[src/rtl/pipe_pkg.sv]
// rtl/pipe_pkg.sv - shared pipeline opcode constants, decode helpers and LSU state type
package pipe_pkg;

  localparam logic [3:0] OP_MEM    = 4'hF;
  localparam logic [3:0] OP_ALU_E  = 4'hE;
  localparam logic [3:0] SUB_LOAD  = 4'h0;
  localparam logic [3:0] SUB_STORE = 4'h1;

  typedef enum logic [1:0] {
    IDLE = 2'd0,
    REQ  = 2'd1,
    WAIT = 2'd2
  } lsu_state_t;

  // Opcode fields live in instr[15:12] (high) and instr[7:4] (low).
  function automatic logic is_load(input logic [15:0] instr);
    return (instr[15:12] == OP_MEM) && (instr[7:4] == SUB_LOAD);
  endfunction

  function automatic logic is_store(input logic [15:0] instr);
    return (instr[15:12] == OP_MEM) && (instr[7:4] == SUB_STORE);
  endfunction

  function automatic logic is_known(input logic [15:0] instr);
    logic [3:0] hi;
    logic [3:0] lo;
    hi = instr[15:12];
    lo = instr[7:4];
    return (hi == 4'h0) || (hi == 4'h8) || (hi == 4'h9) ||
           (((hi == OP_ALU_E) || (hi == OP_MEM)) && (lo < 4'h4));
  endfunction

endpackage

[src/rtl/mem_stage_lsu.sv]
// rtl/mem_stage_lsu.sv - memory stage with valid/ready data-memory port and upstream stall
module mem_stage_lsu
  import pipe_pkg::*;
#(
  parameter int INSTR_W = 16,
  parameter int DATA_W  = 16,
  parameter int ADDR_W  = 16
) (
  input  logic               clk,
  input  logic               rst_n,
  input  logic               bubble_in,
  input  logic               halt_in_wb,
  input  logic [INSTR_W-1:0] instr_in,
  input  logic [DATA_W-1:0]  result_in,
  input  logic [DATA_W-1:0]  store_data_in,
  output logic               stall_out,
  output logic               mem_req,
  output logic               mem_we,
  output logic [ADDR_W-1:0]  mem_addr,
  output logic [DATA_W-1:0]  mem_wdata,
  input  logic               mem_ready,
  input  logic               mem_rvalid,
  input  logic [DATA_W-1:0]  mem_rdata,
  output logic [INSTR_W-1:0] instr_out,
  output logic [DATA_W-1:0]  result_out,
  output logic               bubble_out,
  output logic               halt_in_mem
);

  lsu_state_t state, state_nxt;

  logic ld;
  logic st;
  logic mem_op;
  logic complete;
  logic from_mem;

  assign ld          = is_load(instr_in[15:0]);
  assign st          = is_store(instr_in[15:0]);
  assign halt_in_mem = !bubble_in && !is_known(instr_in[15:0]);
  assign mem_op      = !bubble_in && !halt_in_wb && (ld || st);

  // Request fields follow the held inputs; only the valid depends on state.
  assign mem_addr  = result_in[ADDR_W-1:0];
  assign mem_wdata = store_data_in;
  assign mem_we    = st;

  // FSM next state, request valid, stall and completion decode.
  always_comb begin
    state_nxt = state;
    mem_req   = 1'b0;
    stall_out = 1'b0;
    complete  = 1'b0;
    from_mem  = 1'b0;
    unique case (state)
      IDLE: begin
        mem_req   = mem_op;
        stall_out = mem_op && !(st && mem_ready);
        complete  = !stall_out;
        if (mem_op && !mem_ready)     state_nxt = REQ;
        else if (mem_op && ld)        state_nxt = WAIT;
      end
      REQ: begin
        // Once issued the request is held until accepted, even under a halt.
        mem_req   = 1'b1;
        stall_out = !(st && mem_ready);
        complete  = !stall_out;
        if (mem_ready) state_nxt = st ? IDLE : WAIT;
      end
      WAIT: begin
        stall_out = !mem_rvalid;
        complete  = mem_rvalid;
        from_mem  = 1'b1;
        if (mem_rvalid) state_nxt = IDLE;
      end
      default: state_nxt = IDLE;
    endcase
  end

  // State register; reset abandons any outstanding access.
  always_ff @(posedge clk) begin
    if (!rst_n) state <= IDLE;
    else        state <= state_nxt;
  end

  // Writeback register: load on completion, insert a bubble while stalled.
  always_ff @(posedge clk) begin
    if (!rst_n) begin
      instr_out  <= '0;
      result_out <= '0;
      bubble_out <= 1'b1;
    end else if (complete) begin
      instr_out  <= instr_in;
      result_out <= from_mem ? mem_rdata : result_in;
      bubble_out <= halt_in_wb | bubble_in;
    end else begin
      bubble_out <= 1'b1;
    end
  end

endmodule
[config.mk]
export PLATFORM = sky130hd
export DESIGN_NAME = mem_stage_lsu
export DESIGN_NICKNAME = d
export VERILOG_FILES = /design/src/rtl/pipe_pkg.sv /design/src/rtl/mem_stage_lsu.sv
export SDC_FILE = /design/constraint.sdc
export NUM_CORES = 1
export LEC_CHECK = 0
export BUFFER_PORTS_ARGS = -buffer_cell sky130_fd_sc_hd__buf_2
export CAP_MARGIN = 20
export CORE_MARGIN = 2
export CORE_UTILIZATION = 46
export CTS_BUF_LIST = sky130_fd_sc_hd__clkbuf_8
export DETAILED_ROUTE_END_ITERATION = 8
export PLACE_DENSITY = 0.88
export REMOVE_ABC_BUFFERS = 1
export SYNTH_ARGS = -nofsm -noshare
export SYNTH_HDL_FRONTEND = slang
export SYNTH_SLANG_ARGS = --single-unit
[constraint.sdc]
create_clock -name clk -period 2.47 [get_ports clk]
set_input_delay 0.247 -clock clk [delete_from_list [all_inputs] [get_ports clk]]
set_output_delay 0.247 -clock clk [all_outputs]
set_load 0.01 [all_outputs]
# After elaboration in Yosys (flattened, before gate mapping)
# Index checks and enable logic that the tools add are counted.
# W data, S select, Z words.
[totals]
ff_bits = 35
[op_classes]
n_bitwise = 1
eq_ne = 10
order_cmp = 1
muxes = 11
n_reduce_logical = 27
[ops]
columns = ["operator", "count"]
rows = [
  ["$eq A4 B4 Y1 const B", 4],
  ["$mux W16", 1],
  ["$logic_and A1 B1 Y1", 10],
  ["$mux W2", 5],
  ["$logic_not A4 Y1", 2],
  ["$logic_not A1 Y1", 7],
  ["$pmux W1 S3", 2],
  ["$pmux W2 S3", 1],
  ["$logic_or A1 B1 Y1", 5],
  ["$eq A4 B1 Y1 const B", 1],
  ["$lt A4 B3 Y1 const B", 1],
  ["$ne A2 B2 Y1 const B", 2],
  ["$ne A3 B3 Y1 const B", 1],
  ["$reduce_and A3 Y1", 1],
  ["$eq A2 B1 Y1 const B", 1],
  ["$eq A2 B2 Y1 const B", 1],
  ["$logic_not A2 Y1", 1],
  ["$pmux W1 S2", 1],
  ["$reduce_and A2 Y1", 1],
  ["$mux W1", 1],
  ["$or A1 B1 Y1", 1],
]

# Longest topological paths before layout
# Gate-level depths: netlist of the first run.
[depth]
word_depth = 8
depth_mapped = 6
depth_no_buf = 4

# Worst setup path after synthesis of the first run
# No wires, ideal clock.
[synth_timing]
kind = "input-to-output"
startpoint = "input instr_in[7]"
endpoint = "output stall_out"
arrival_time_ns = 1.517
slack_ns = 0.706
stages = 4
cell_sequence = "nand4bb_1 > or4_4 > a21oi_1 > o2bb2ai_1"
[synth_via]
elab_chain_cells = 6
[synth_rtl]
columns = ["item", "line", "rtl"]
rows = [
  ["from (decl)", "mem_stage_lsu.sv:13", "input logic [INSTR_W-1:0] instr_in,"],
  ["$eq A4 B1 Y1 / $logic_not A4 Y1 (equally long branches)", "pipe_pkg.sv:21, pipe_pkg.sv:17", ""],
  ["$logic_and A1 B1 Y1, on equally long branches", "pipe_pkg.sv:21, pipe_pkg.sv:17", ""],
  ["$logic_or A1 B1 Y1 / $logic_and A1 B1 Y1 (equally long branches)", "mem_stage_lsu.sv:41, mem_stage_lsu.sv:58, mem_stage_lsu.sv:66", ""],
  ["$logic_and A1 B1 Y1 / $logic_not A1 Y1 (equally long branches)", "mem_stage_lsu.sv:41, mem_stage_lsu.sv:58, mem_stage_lsu.sv:66", ""],
  ["$logic_and A1 B1 Y1", "mem_stage_lsu.sv:58", "stall_out = mem_op && !(st && mem_ready);"],
  ["$pmux W1 S3 (*)", "mem_stage_lsu.sv:55", "unique case (state)"],
  ["to (decl)", "mem_stage_lsu.sv:16", "output logic stall_out,"],
]
# Every way passes the cells marked *; elsewhere a longest branch is shown, timed or not.

# Worst setup path in the final report of the first run
# Same ends and word-level chain as after synthesis.

==> metrics.csv, run 1 <==
stage;metric;value;unit
sta;setup_viol;0;
power;p_leak;1.12;nW
sta;fmax;0.517;GHz
sta;tns;0;ns
floorplan;start_util;48.6;%
clock_network;clk_latency;0.28;ns
clock_network;cts_hold_buf;0;
clock_network;cts_tree;built;
cells_and_area;nets;362;
sta;skew;0.00621;ns
global_route;grt_usage;17.7;%
setup_path;cp_data_arrival_time;1.69;ns
clock_network;cts_resized;0;
synthesis;synthTopCellsByCount;65 x nand2_1, 35 x dfxtp_1, 32 x buf_4, 32 x mux2i_1, 16 x mux2_2;
floorplan;die_x;69.5;um
sta;drv_slew;0;
synthesis;postSynthCellCount;218;
floorplan;io_pins;139;
floorplan;core;0.00406;mm^2
hold_path;holdCritPathClass;primary input to register;
global_route;grt_max_degree;40;
routing;drc;0;
cells_and_area;syn2layout_area_growth;20.9;%
setup_path;cp-start-kind;primary input;
clock_network;cts_made_buffers;5;
synthesis;syn_area;0.00197;mm^2
routing;drtIter0Drc;46;
clock_network;htree_levels;2;
cells_and_area;nFillCells;373;
floorplan;die-area;0.00483;mm^2
sta;post-route-period-util;78.3;%
global_route;grt_pass1_vias;1529;
synthesis;yosysWarnings;0;
routing;wl;4.28;mm
placed_design;detailed_place_hpwl;3.33;mm
routing;vias;1693;
synthesis;synth_area_leader_cell;dfxtp_1;
power;power.density;553;mW/mm^2
synthesis;synth_edf_count;0;
power;switchingPower;305;uW
power;sw_frac_of_total;23.2;%
synthesis;yosysUniqueCellTypes;28;
power;peakVddDrop;0.323;mV
cells_and_area;layout-drive-gt1-share;47.4;%
routing;routed_via_density;4.94;
clock_network;post_cts_buffers;0;
synthesis;ys_seq_area_share;35.5;%
setup_path;cp-end-kind;primary output;
sta;hold_viol;0;
synthesis;yosysTopAreaCellShare;35.5;%
synthesis;synth-async-reset-ratio;0;%
synthesis;synth_area_leaders;dfxtp_1 36%, mux2i_1 16%, nand2_1 12%, buf_4 12%, mux2_2 9.1%;
synthesis;synth.most_common_cell;nand2_1;
placed_design;port_buffers;106;
sta;holdWs;0.186;ns
cells_and_area;fin_util;58.8;%
setup_path;cp_max_fo;4;
routing;drt-pass1-iter-count;4;
setup_path;path_class;primary input to primary output;
routing;ant_nets;0;
sta;rsz0062_at_grt;false;
sta;period_needed;1.93;ns
clock_network;clkSinkCount;35;
global_route;grt_pass1_wl;6.93;mm
synthesis;ys_ff_latch;35;
clock_network;ctsLongestPathBuffers;2;
global_route;grt_overflow;0;
job;maxCapViolCount;0;
synthesis;ys.flop_type;dfxtp_1;
setup_path;critPathRequiredTime;2.22;ns
clock_network;cts_root_buffer;clkbuf_8;
clock_network;clk_pin_slew;0.06;ns
floorplan;core.rowCount;23;
routing;post_drt_wl_per_cell;12.5;um
cells_and_area;insertedDiodeCount;0;
placed_design;gp_congestion;0.770;
power;seq_power_share;46.1;%
sta;max_slew_margin;69.8;%
power;p_clk_share;39.7;%
floorplan;dieHeight;69.5;um
status;status;complete, no violations;
global_route;antenna_found_initial;0;
synthesis;postSynthAreaPerCell;9.05;um^2
power;p_int;1.01;mW
sta;worst_pin_slew;0.453;ns
power;p_comb_share;14.3;%
[area by class of cell]
type                            instances  area (um^2)  area share [%]
Clock buffer                            6         82.6            3.46
Clock inverter                          2         35.0            1.47
Inverter                                1         3.75           0.157
Multi-Input combinational cell        138          932            39.1
Sequential cell                        35          701            29.4
Tap cell                               50         62.6            2.62
Timing Repair Buffer                  111          568            23.8
[per-stage QoR]
step                total power [mW]  setup WS, ns  cell area, um^2  std cells
floorplan                      0.689         0.265             1640        174
global placement               0.804         0.489             2270        335
detailed placement             0.810         0.403             2270        335
CTS                             1.34         0.541             2380        343
global route                    1.39         0.434             2380        343
finish                          1.32         0.536             2380        343
[registers in the layout, summed over array words and instances (netlist names)]
register    cells
bubble_out      1
instr_out      16
result_out     16
state           2
[worst paths after layout]
kind / start / to / slack (ns) / cells after the start
setup / recovery: instr_in[7] / stall_out / 0.54 / 6
hold / removal: halt_in_wb / bubble_out$_SDFF_PN1_ / 0.19 / 2
setup reg to reg: state[0]$_SDFFE_PN0P_ / bubble_out$_SDFF_PN1_ / 0.74 / 5
hold reg to reg: instr_out[5]$_SDFFE_PN0P_ / instr_out[5]$_SDFFE_PN0P_ / 0.46 / 2
[kinds of logic after synthesis]
group / after synthesis / share of synthesized area [%]
simple gates: 80 / 18.0
mux: 48 / 25.4
buf+inv: 45 / 17.2
flops: 35 / 35.5
compound gates: 10 / 3.87
[power by group through the flow]
stage	clock, mW	combinational [mW]	sequential (mW)
CTS	0.540	0.190	0.608
global placement	0	0.184	0.619
floorplan	0	0.0541	0.635
global route	0.571	0.209	0.611
detailed placement	0	0.190	0.620
finish	0.523	0.188	0.607
[critical path, cell delays in order]
cell,delay (ns)
buf_2,0.11
nand4bb_1,0.25
or4_4,0.56
a21oi_1,0.24
o2bb2ai_1,0.13
buf_2,0.14
[cell usage in the layout (no fill, tap or decap)]
cell type	instances
and3b_1	1
o2bb2ai_1	1
bufinv_16	1
nand2b_1	3
o211ai_4	1
mux2_2	16
mux2i_1	32
o21a_1	1
or4b_1	1
clkbuf_8	6
o21ai_0	2
or2_2	1
nand3_1	1
nand4bb_1	1
a22oi_1	1
or4b_2	1
inv_1	1
o22ai_1	1
nand2_1	65
or4_4	1
a21oi_1	3
buf_4	5
and2_1	1
buf_2	106
nor2_1	1
nor3_1	1
dfxtp_1	35
nand3b_1	2
clkinv_2	1
[metal layers]
metal / vias up / global-route usage [%] / routed length, um
met4: 0 / 5.45 / 34
met3: 4 / 10.0 / 613
li1: 840 / - / -
met1: 736 / 20.5 / 1670
met2: 113 / 27.4 / 1960
met5: - / 4.44 / 0
No activity file was read; power rests on OpenSTA's default activity.
==> run 2, diff against run 1 <==
--- a/config.mk
+++ b/config.mk
@@ -5,13 +5,14 @@
 export SDC_FILE = /design/constraint.sdc
 export NUM_CORES = 1
 export LEC_CHECK = 0
+export ABC_AREA = 1
 export BUFFER_PORTS_ARGS = -buffer_cell sky130_fd_sc_hd__buf_2
 export CAP_MARGIN = 20
 export CORE_MARGIN = 2
-export CORE_UTILIZATION = 46
+export CORE_UTILIZATION = 45
 export CTS_BUF_LIST = sky130_fd_sc_hd__clkbuf_8
 export DETAILED_ROUTE_END_ITERATION = 8
-export PLACE_DENSITY = 0.88
+export PLACE_DENSITY = 0.83
 export REMOVE_ABC_BUFFERS = 1
 export SYNTH_ARGS = -nofsm -noshare
 export SYNTH_HDL_FRONTEND = slang
==> constraint.sdc (replaced) <==
create_clock -name clk -period 1.89 [get_ports clk]
set_input_delay 0.189 -clock clk [delete_from_list [all_inputs] [get_ports clk]]
set_output_delay 0.189 -clock clk [all_outputs]
set_load 0.01 [all_outputs]
==> run 2 against run 1 <==
  * Utilization shrank 3.2 points
  * Clock power grew 20%
  * Critical path depth grew 1
  * Sequential share of layout area shrank 3.2 points
  * Worst setup slack lost 0.40 ns
  * Sequential power grew 40%
  * Die area grew 18%
  * Combinational power grew to 3.0 times the previous value
  * Critical endpoint unchanged
  * Largest cell class unchanged
==> metrics.csv, run 2 <==
stage;metric;value;unit;change
status;status;complete, no violations;;
cells_and_area;multi_input_area;0.00103;mm^2;+11%
power;power.density;760;mW/mm^2;+37%
setup_path;r2r_slack;0.27;ns;-0.47 ns
cells_and_area;nets;483;;+33%
clock_network;htree_levels;2;;unchanged
setup_path;path_cells;inv_2 > nor2_1 > nand2_1 > o21ai_1 > a21oi_1 > o31ai_1 > buf_2;;
setup_path;cp-end-kind;primary output;;
clock_network;cts_made_buffers;5;;unchanged
global_route;antenna_found_initial;0;;unchanged
global_route;grt_overflow;0;;unchanged
sta;skew;0.00456;ns;-0.00165 ns
sta;layout_setup_ws;0.137;ns;-0.399 ns
synthesis;postSynthCellCount;347;;+59%
synthesis;syn_area;0.00230;mm^2;+16%
sta;tns;0;ns;unchanged
global_route;grt_pass1_vias;1954;;+28%
setup_path;critPathRequiredTime;1.70;ns;-0.52 ns
clock_network;cts_root_buffer;clkbuf_8;;
cells_and_area;layout-drive-gt1-share;35.1;%;-12 points
cells_and_area;insertedDiodeCount;0;;unchanged
placed_design;gp_congestion;0.713;;-7.3%
placed_design;pre_cts_ws;0.311;ns;-0.0920 ns
sta;rsz0062_at_grt;false;;
setup_path;worst_r2r_endpoint;result_out[15]$_SDFFE_PN0P_;;
routing;drc;0;;unchanged
routing;ant_nets;0;;unchanged
synthesis;yosysUniqueCellTypes;24;;-14%
setup_path;cp_max_fo;5;;+1
synthesis;postSynthAreaPerCell;6.62;um^2;-27%
routing;wl;5.24;mm;+23%
global_route;grt_pass1_wl;7.99;mm;+15%
cells_and_area;fin_cells;480;;+40%
setup_path;slowest_delay;0.47;ns;-0.09 ns
cells_and_area;nFillCells;499;;+34%
cells_and_area;reg_top3;instr_out: 16 flops, result_out: 16 flops, state: 2 flops;;
synthesis;synth-async-reset-ratio;0;%;unchanged
routing;drt-pass1-iter-count;4;;unchanged
setup_path;path_class;register to primary output;;
job;maxCapViolCount;0;;unchanged
floorplan;core;0.00482;mm^2;+19%
floorplan;core.rowCount;25;;+8.7%
synthesis;synth.most_common_cell;nand2_1;;
hold_path;hold_path_end;instr_out[10]$_SDFFE_PN0P_;;
clock_network;post_cts_buffers;0;;unchanged
synthesis;synthTopCellsByCount;93 x nand2_1, 40 x inv_1, 40 x nor2_1;;
placed_design;detailed_place_hpwl;3.84;mm;+15%
clock_network;clkSinkCount;35;;unchanged
synthesis;ys.flop_type;dfxtp_1;;
routing;vias;2245;;+33%
power;p_leak;1.43;nW;+28%
synthesis;yosysTopAreaCellShare;30.5;%;-5.0 points
setup_path;cp-start-kind;register;;
setup_path;slowest_stage;dfxtp_1;;
synthesis;yosysWarnings;0;;unchanged
sta;worst_pin_slew;0.641;ns;+0.189 ns
hold_path;holdCritPathClass;primary input to register;;
clock_network;ctsLongestPathBuffers;2;;unchanged
floorplan;io_pins;139;;unchanged
global_route;grt_usage;18.3;%;+0.58 points
routing;routed_via_density;4.68;;-5.2%
setup_path;r2r_cells;8;;+3
routing;drtIter0Drc;87;;+89%
sta;fmax;0.570;GHz;
sta;hold_viol;0;;unchanged
synthesis;ys_ff_latch;35;;unchanged
floorplan;die-area;0.00569;mm^2;+18%
synthesis;synth_area_leader_cell;dfxtp_1;;
global_route;grt_max_degree;37;;-7.5%
hold_path;hold_depth;3;;+1
clock_network;clk_pin_slew;0.06;ns;about the same
cells_and_area;syn2layout_area_growth;16.5;%;
synthesis;ys_seq_area_share;30.5;%;-5.0 points
floorplan;start_util;47.7;%;-0.93 points
placed_design;port_buffers;106;;unchanged
placed_design;dpl.cell_count;473;;+41%
floorplan;die_x;75.4;um;+8.6%
power;peakVddDrop;0.313;mV;-3.2%
cells_and_area;fin_util;55.5;%;-3.2 points
synthesis;synth_area_leaders;dfxtp_1 31%, nand2_1 15%, buf_4 11%, nand3_1 7.6%, a21oi_2 6.9%;;
hold_path;worstHoldStart;instr_in[10];;
cells_and_area;final_cell_mix;106 x buf_2, 93 x nand2_1, 41 x inv_1;;
clock_network;cts_tree;built;;
floorplan;dieHeight;75.4;um;+8.6%
setup_path;cp_data_arrival_time;1.56;ns;-0.13 ns
cells_and_area;regArea;701;um^2;unchanged
clock_network;clk_latency;0.28;ns;about the same
synthesis;synth_edf_count;0;;unchanged
sta;setup_viol;0;;unchanged
sta;max_slew_margin;57.2;%;-13 points
sta;post-route-period-util;92.7;%;
sta;period_needed;1.75;ns;
cells_and_area;final_common_cell;buf_2;;
sta;drv_slew;0;;unchanged
setup_path;r2r-start;state[0]$_SDFFE_PN0P_;;
routing;post_drt_wl_per_cell;10.9;um;-12%
[run 2: changes by cell type after synthesis, sizes merged, moves of 3 or more]
cell,before,now
a21oi,3,35
clkbuf,8,5
nand2,65,97
mux2i,32,0
inv,1,43
nand2b,3,0
mux2,16,0
nand3,1,35
buf,36,47
nor2,1,42
[run 2: worst max path at each step]
stage / start / end / slack, ns / cells after the start
6_report: state[0]$_SDFFE_PN0P_ / stall_out / 0.14 / 7
5_1_grt: state[0]$_SDFFE_PN0P_ / stall_out / 0.04 / 7
2_1_floorplan: instr_in[6] / instr_out[10]$_SDFFE_PN0P_ / 0.14 / 8
4_1_cts: state[1]$_SDFFE_PN0P_ / stall_out / 0.04 / 7
3_5_place_dp: state[0]$_SDFFE_PN0P_ / result_out[15]$_SDFFE_PN0P_ / 0.31 / 8
3_3_place_gp: instr_in[13] / result_out[5]$_SDFFE_PN0P_ / 0.40 / 11
[run 2: worst max-delay path: cells and delay by family, from the launching register on]
family                 cells  cell delay [ns]
DFF                        1             0.47
and+or+nand+nor            2             0.29
AOI/OAI and AO/OA          3             0.28
buffers and inverters      2             0.24
[run 2: power breakdown]
group	switching, mW	internal, mW	leakage, nW
Sequential	0.0355	0.813	0.291
Combinational	0.327	0.230	1.09
Clock	0.247	0.381	0.0554
[run 2: area by class of cell]
| class | instances | share of cell area [%] |
|---|---|---|
| clock buffers | 5 | 2.57 |
| clock inverters | 2 | 1.26 |
| inverters | 43 | 6.13 |
| multi-input cells | 217 | 38.5 |
| flip-flops and latches | 35 | 26.2 |
| well taps | 67 | 3.13 |
| repair buffers | 111 | 22.2 |
[run 2: stage by stage]
| step | instance area [um^2] | total power, mW | hold WS (ns) |
|---|---|---|---|
| after CTS | 2670 | 2.06 | 0.126 |
| after floorplan | 1890 | 1.17 | 0.275 |
| final | 2680 | 2.03 | 0.136 |
| after detailed placement | 2570 | 1.42 | 0.378 |
| after global routing | 2680 | 2.17 | 0.132 |
| after global placement | 2570 | 1.41 | 0.378 |
[run 2: routing by layer]
metal	share of wire, %	track usage, %	wire, um
met1	40	18.8	2090
met3	10	7.94	549
met5	0.74	5.56	39
met4	1.3	8.19	66
met2	48	31.6	2500
[run 2: cell families after synthesis]
kind of cell	synth area share, %
compound gates	12.9
buf+inv	24.6
flops	30.5
simple gates	32.0
[run 2: timing repair]
item                                    4_1_cts  5_1_grt
endpoints found under the hold margin         0        0
hold buffers                                  0        0
endpoints found under the setup margin        0        1
gates resized for setup                       0        3
==> run 3, diff against run 2 <==
--- a/config.mk
+++ b/config.mk
@@ -6,13 +6,13 @@
 export NUM_CORES = 1
 export LEC_CHECK = 0
 export ABC_AREA = 1
-export BUFFER_PORTS_ARGS = -buffer_cell sky130_fd_sc_hd__buf_2
 export CAP_MARGIN = 20
 export CORE_MARGIN = 2
-export CORE_UTILIZATION = 45
+export CORE_UTILIZATION = 65
 export CTS_BUF_LIST = sky130_fd_sc_hd__clkbuf_8
 export DETAILED_ROUTE_END_ITERATION = 8
-export PLACE_DENSITY = 0.83
+export DONT_BUFFER_PORTS = 1
+export PLACE_DENSITY = 0.81
 export REMOVE_ABC_BUFFERS = 1
 export SYNTH_ARGS = -nofsm -noshare
 export SYNTH_HDL_FRONTEND = slang
==> run 3 against run 2 <==
  * Total power fell by 5.1%
  * Die area down 29%
  * Sequential power grew 5.8%
  * Register-to-register slack improved by 0.12 ns
  * Final cell count decreased by 26%
  * First-iteration DRC count grew 1.1%
  * Wire length down 7.1%
  * Critical path depth is 1 lower
  * Worst setup slack improved by 0.10 ns
  * Clock power increased by 8.4%
  * Sequential cell count unchanged
  * Utilization increased by 8.3 points
  * Critical path type unchanged
==> metrics.csv, run 3 (synthesis gave the netlist of run 2 again) <==
stage;metric;value;unit;change
clock_network;clk_latency;0.29;ns;about the same
clock_network;ctsLongestPathBuffers;2;;unchanged
setup_path;path_class;register to primary output;;
floorplan;die-area;0.00402;mm^2;-29%
setup_path;cp-start-kind;register;;
routing;drc;0;;unchanged
floorplan;dieHeight;63.4;um;-16%
clock_network;htree_levels;2;;unchanged
setup_path;cp_data_arrival_time;1.46;ns;-0.10 ns
sta;hold_viol;0;;unchanged
global_route;grt_max_degree;41;;+11%
power;power.density;898;mW/mm^2;+18%
global_route;grt_pass1_vias;1703;;-13%
power;p_int;1.34;mW;-5.9%
cells_and_area;final_common_cell;nand2_1;;
sta;max_slew_margin;69.3;%;+12 points
sta;rsz0062_at_grt;false;;
setup_path;r2r-start;state[0]$_SDFFE_PN0P_;;
setup_path;cp-end-kind;primary output;;
sta;holdWs;0.0122;ns;-0.123 ns
routing;drtIter0Drc;88;;+1.1%
setup_path;critPathRequiredTime;1.70;ns;about the same
clock_network;cts_root_buffer;clkbuf_8;;
power;p_clk_share;35.3;%;+4.4 points
setup_path;r2r_slack;0.39;ns;+0.12 ns
global_route;antenna_found_initial;0;;unchanged
setup_path;cp-endpoint;stall_out;;
global_route;grt_pass1_wl;7.67;mm;-4.0%
floorplan;core.rowCount;21;;-16%
power;seq_power_share;46.5;%;+4.8 points
power;p_comb_share;18.2;%;-9.2 points
cells_and_area;final_cell_mix;93 x nand2_1, 40 x nor2_1, 40 x inv_1;;
setup_path;r2r_cells;8;;unchanged
sta;drv_slew;0;;unchanged
sta;fmax;0.605;GHz;+6.1%
setup_path;cp_max_fo;17;;+12
routing;wl;4.87;mm;-7.1%
cells_and_area;syn2layout_area_growth;-6.43;%;
clock_network;cts_made_buffers;5;;unchanged
placed_design;detailed_place_hpwl;3.34;mm;-13%
floorplan;io_pins;139;;unchanged
routing;ant_nets;0;;unchanged
floorplan;core;0.00336;mm^2;-30%
sta;skew;0.00299;ns;-0.00157 ns
routing;routed_via_density;5.22;;+12%
power;p_leak;0.999;nW;-30%
clock_network;post_cts_buffers;0;;unchanged
global_route;grt_usage;24.5;%;+6.2 points
floorplan;start_util;68.3;%;+21 points
placed_design;gp_congestion;0.870;;+22%
global_route;grt_overflow;0;;unchanged
routing;drt-pass1-iter-count;4;;unchanged
routing;vias;1857;;-17%
sta;period_needed;1.65;ns;-0.101 ns
sta;tns;0;ns;unchanged
sta;setup_viol;0;;unchanged
clock_network;cts_tree;built;;
clock_network;clkSinkCount;35;;unchanged
sta;worst_pin_slew;0.457;ns;-0.184 ns
setup_path;worst_r2r_endpoint;instr_out[13]$_SDFFE_PN0P_;;
job;maxCapViolCount;0;;unchanged
power;switchingPower;590;uW;-3.2%
cells_and_area;layout-drive-gt1-share;13.2;%;-22 points
power;peakVddDrop;0.600;mV;+92%
setup_path;cp-startpoint;state[1]$_SDFFE_PN0P_;;
cells_and_area;nets;379;;-22%
power;sw_frac_of_total;30.6;%;+0.61 points
hold_path;holdCritPathClass;primary input to register;;
status;status;complete, no violations;;
floorplan;die_x;63.4;um;-16%
clock_network;clk_pin_slew;0.07;ns;about the same
sta;post-route-period-util;87.4;%;-5.4 points
cells_and_area;insertedDiodeCount;0;;unchanged
cells_and_area;reg_top3;instr_out: 16 flops, result_out: 16 flops, state: 2 flops;;
placed_design;port_buffers;0;;-100%
routing;post_drt_wl_per_cell;13.7;um;+25%
run 3: power groups by stage:
| stage | Combinational, mW | Clock (mW) | Sequential, mW |
|---|---|---|---|
| after floorplan | 0.273 | 0 | 0.900 |
| after global placement | 0.333 | 0 | 0.914 |
| after detailed placement | 0.342 | 0 | 0.917 |
| after CTS | 0.348 | 0.695 | 0.899 |
| after global routing | 0.405 | 0.738 | 0.906 |
| final | 0.350 | 0.681 | 0.898 |
run 3: worst min path at each step:
stage | from | to | slack, ns | cells past startpoint
4_1_cts | rst_n | result_out[0]$_SDFFE_PN0P_ | 0.005 | 2
5_1_grt | rst_n | result_out[7]$_SDFFE_PN0P_ | 0.002 | 2
3_5_place_dp | rst_n | bubble_out$_SDFF_PN1_ | 0.28 | 1
3_3_place_gp | rst_n | bubble_out$_SDFF_PN1_ | 0.28 | 1
2_1_floorplan | rst_n | bubble_out$_SDFF_PN1_ | 0.28 | 1
6_report | rst_n | result_out[7]$_SDFFE_PN0P_ | 0.01 | 2
run 3: layer usage:
metal | global-route usage [%] | vias to the layer above | part of all wire (%)
li1 | - | 958 | -
met2 | 37.1 | 98 | 46
met4 | 9.78 | 0 | 2.0
met3 | 15.0 | 8 | 13
met1 | 27.3 | 793 | 40
met5 | 6.94 | - | 0
run 3: layout make-up:
| class | instances | area, um^2 |
|---|---|---|
| Clock buffer | 5 | 68.8 |
| Clock inverter | 3 | 43.8 |
| Fill cell | 344 | 1210 |
| Inverter | 43 | 164 |
| Multi-Input combinational cell | 217 | 1030 |
| Sequential cell | 35 | 701 |
| Tap cell | 46 | 57.6 |
| Timing Repair Buffer | 7 | 82.6 |
run 3: critical path: stages, from the launching register on:
cell     delay (ns)
dfxtp_1        0.40
inv_1          0.12
nor2_4         0.14
inv_4          0.11
o21ai_1        0.17
a21oi_1        0.08
o31ai_1        0.14
run 3: per-stage QoR:
stage                     worst slack, ns  util (%)  instance area, um^2  power, mW  std cells
after floorplan                     0.135         -                 1890       1.17        295
after global placement              0.425      59.9                 2010       1.25        346
after detailed placement            0.410      59.9                 2010       1.26        346
after CTS                          0.0872      63.5                 2140       1.94        355
after global routing               0.0982      63.9                 2150       2.05        356
final                               0.238      63.9                 2150       1.93        356
run 3: timing repair:
item                                   CTS  global route
resized for setup                        0             3
hold buffers                             1             1
endpoints found under the hold margin    1             8
setup endpoints to repair                0             1
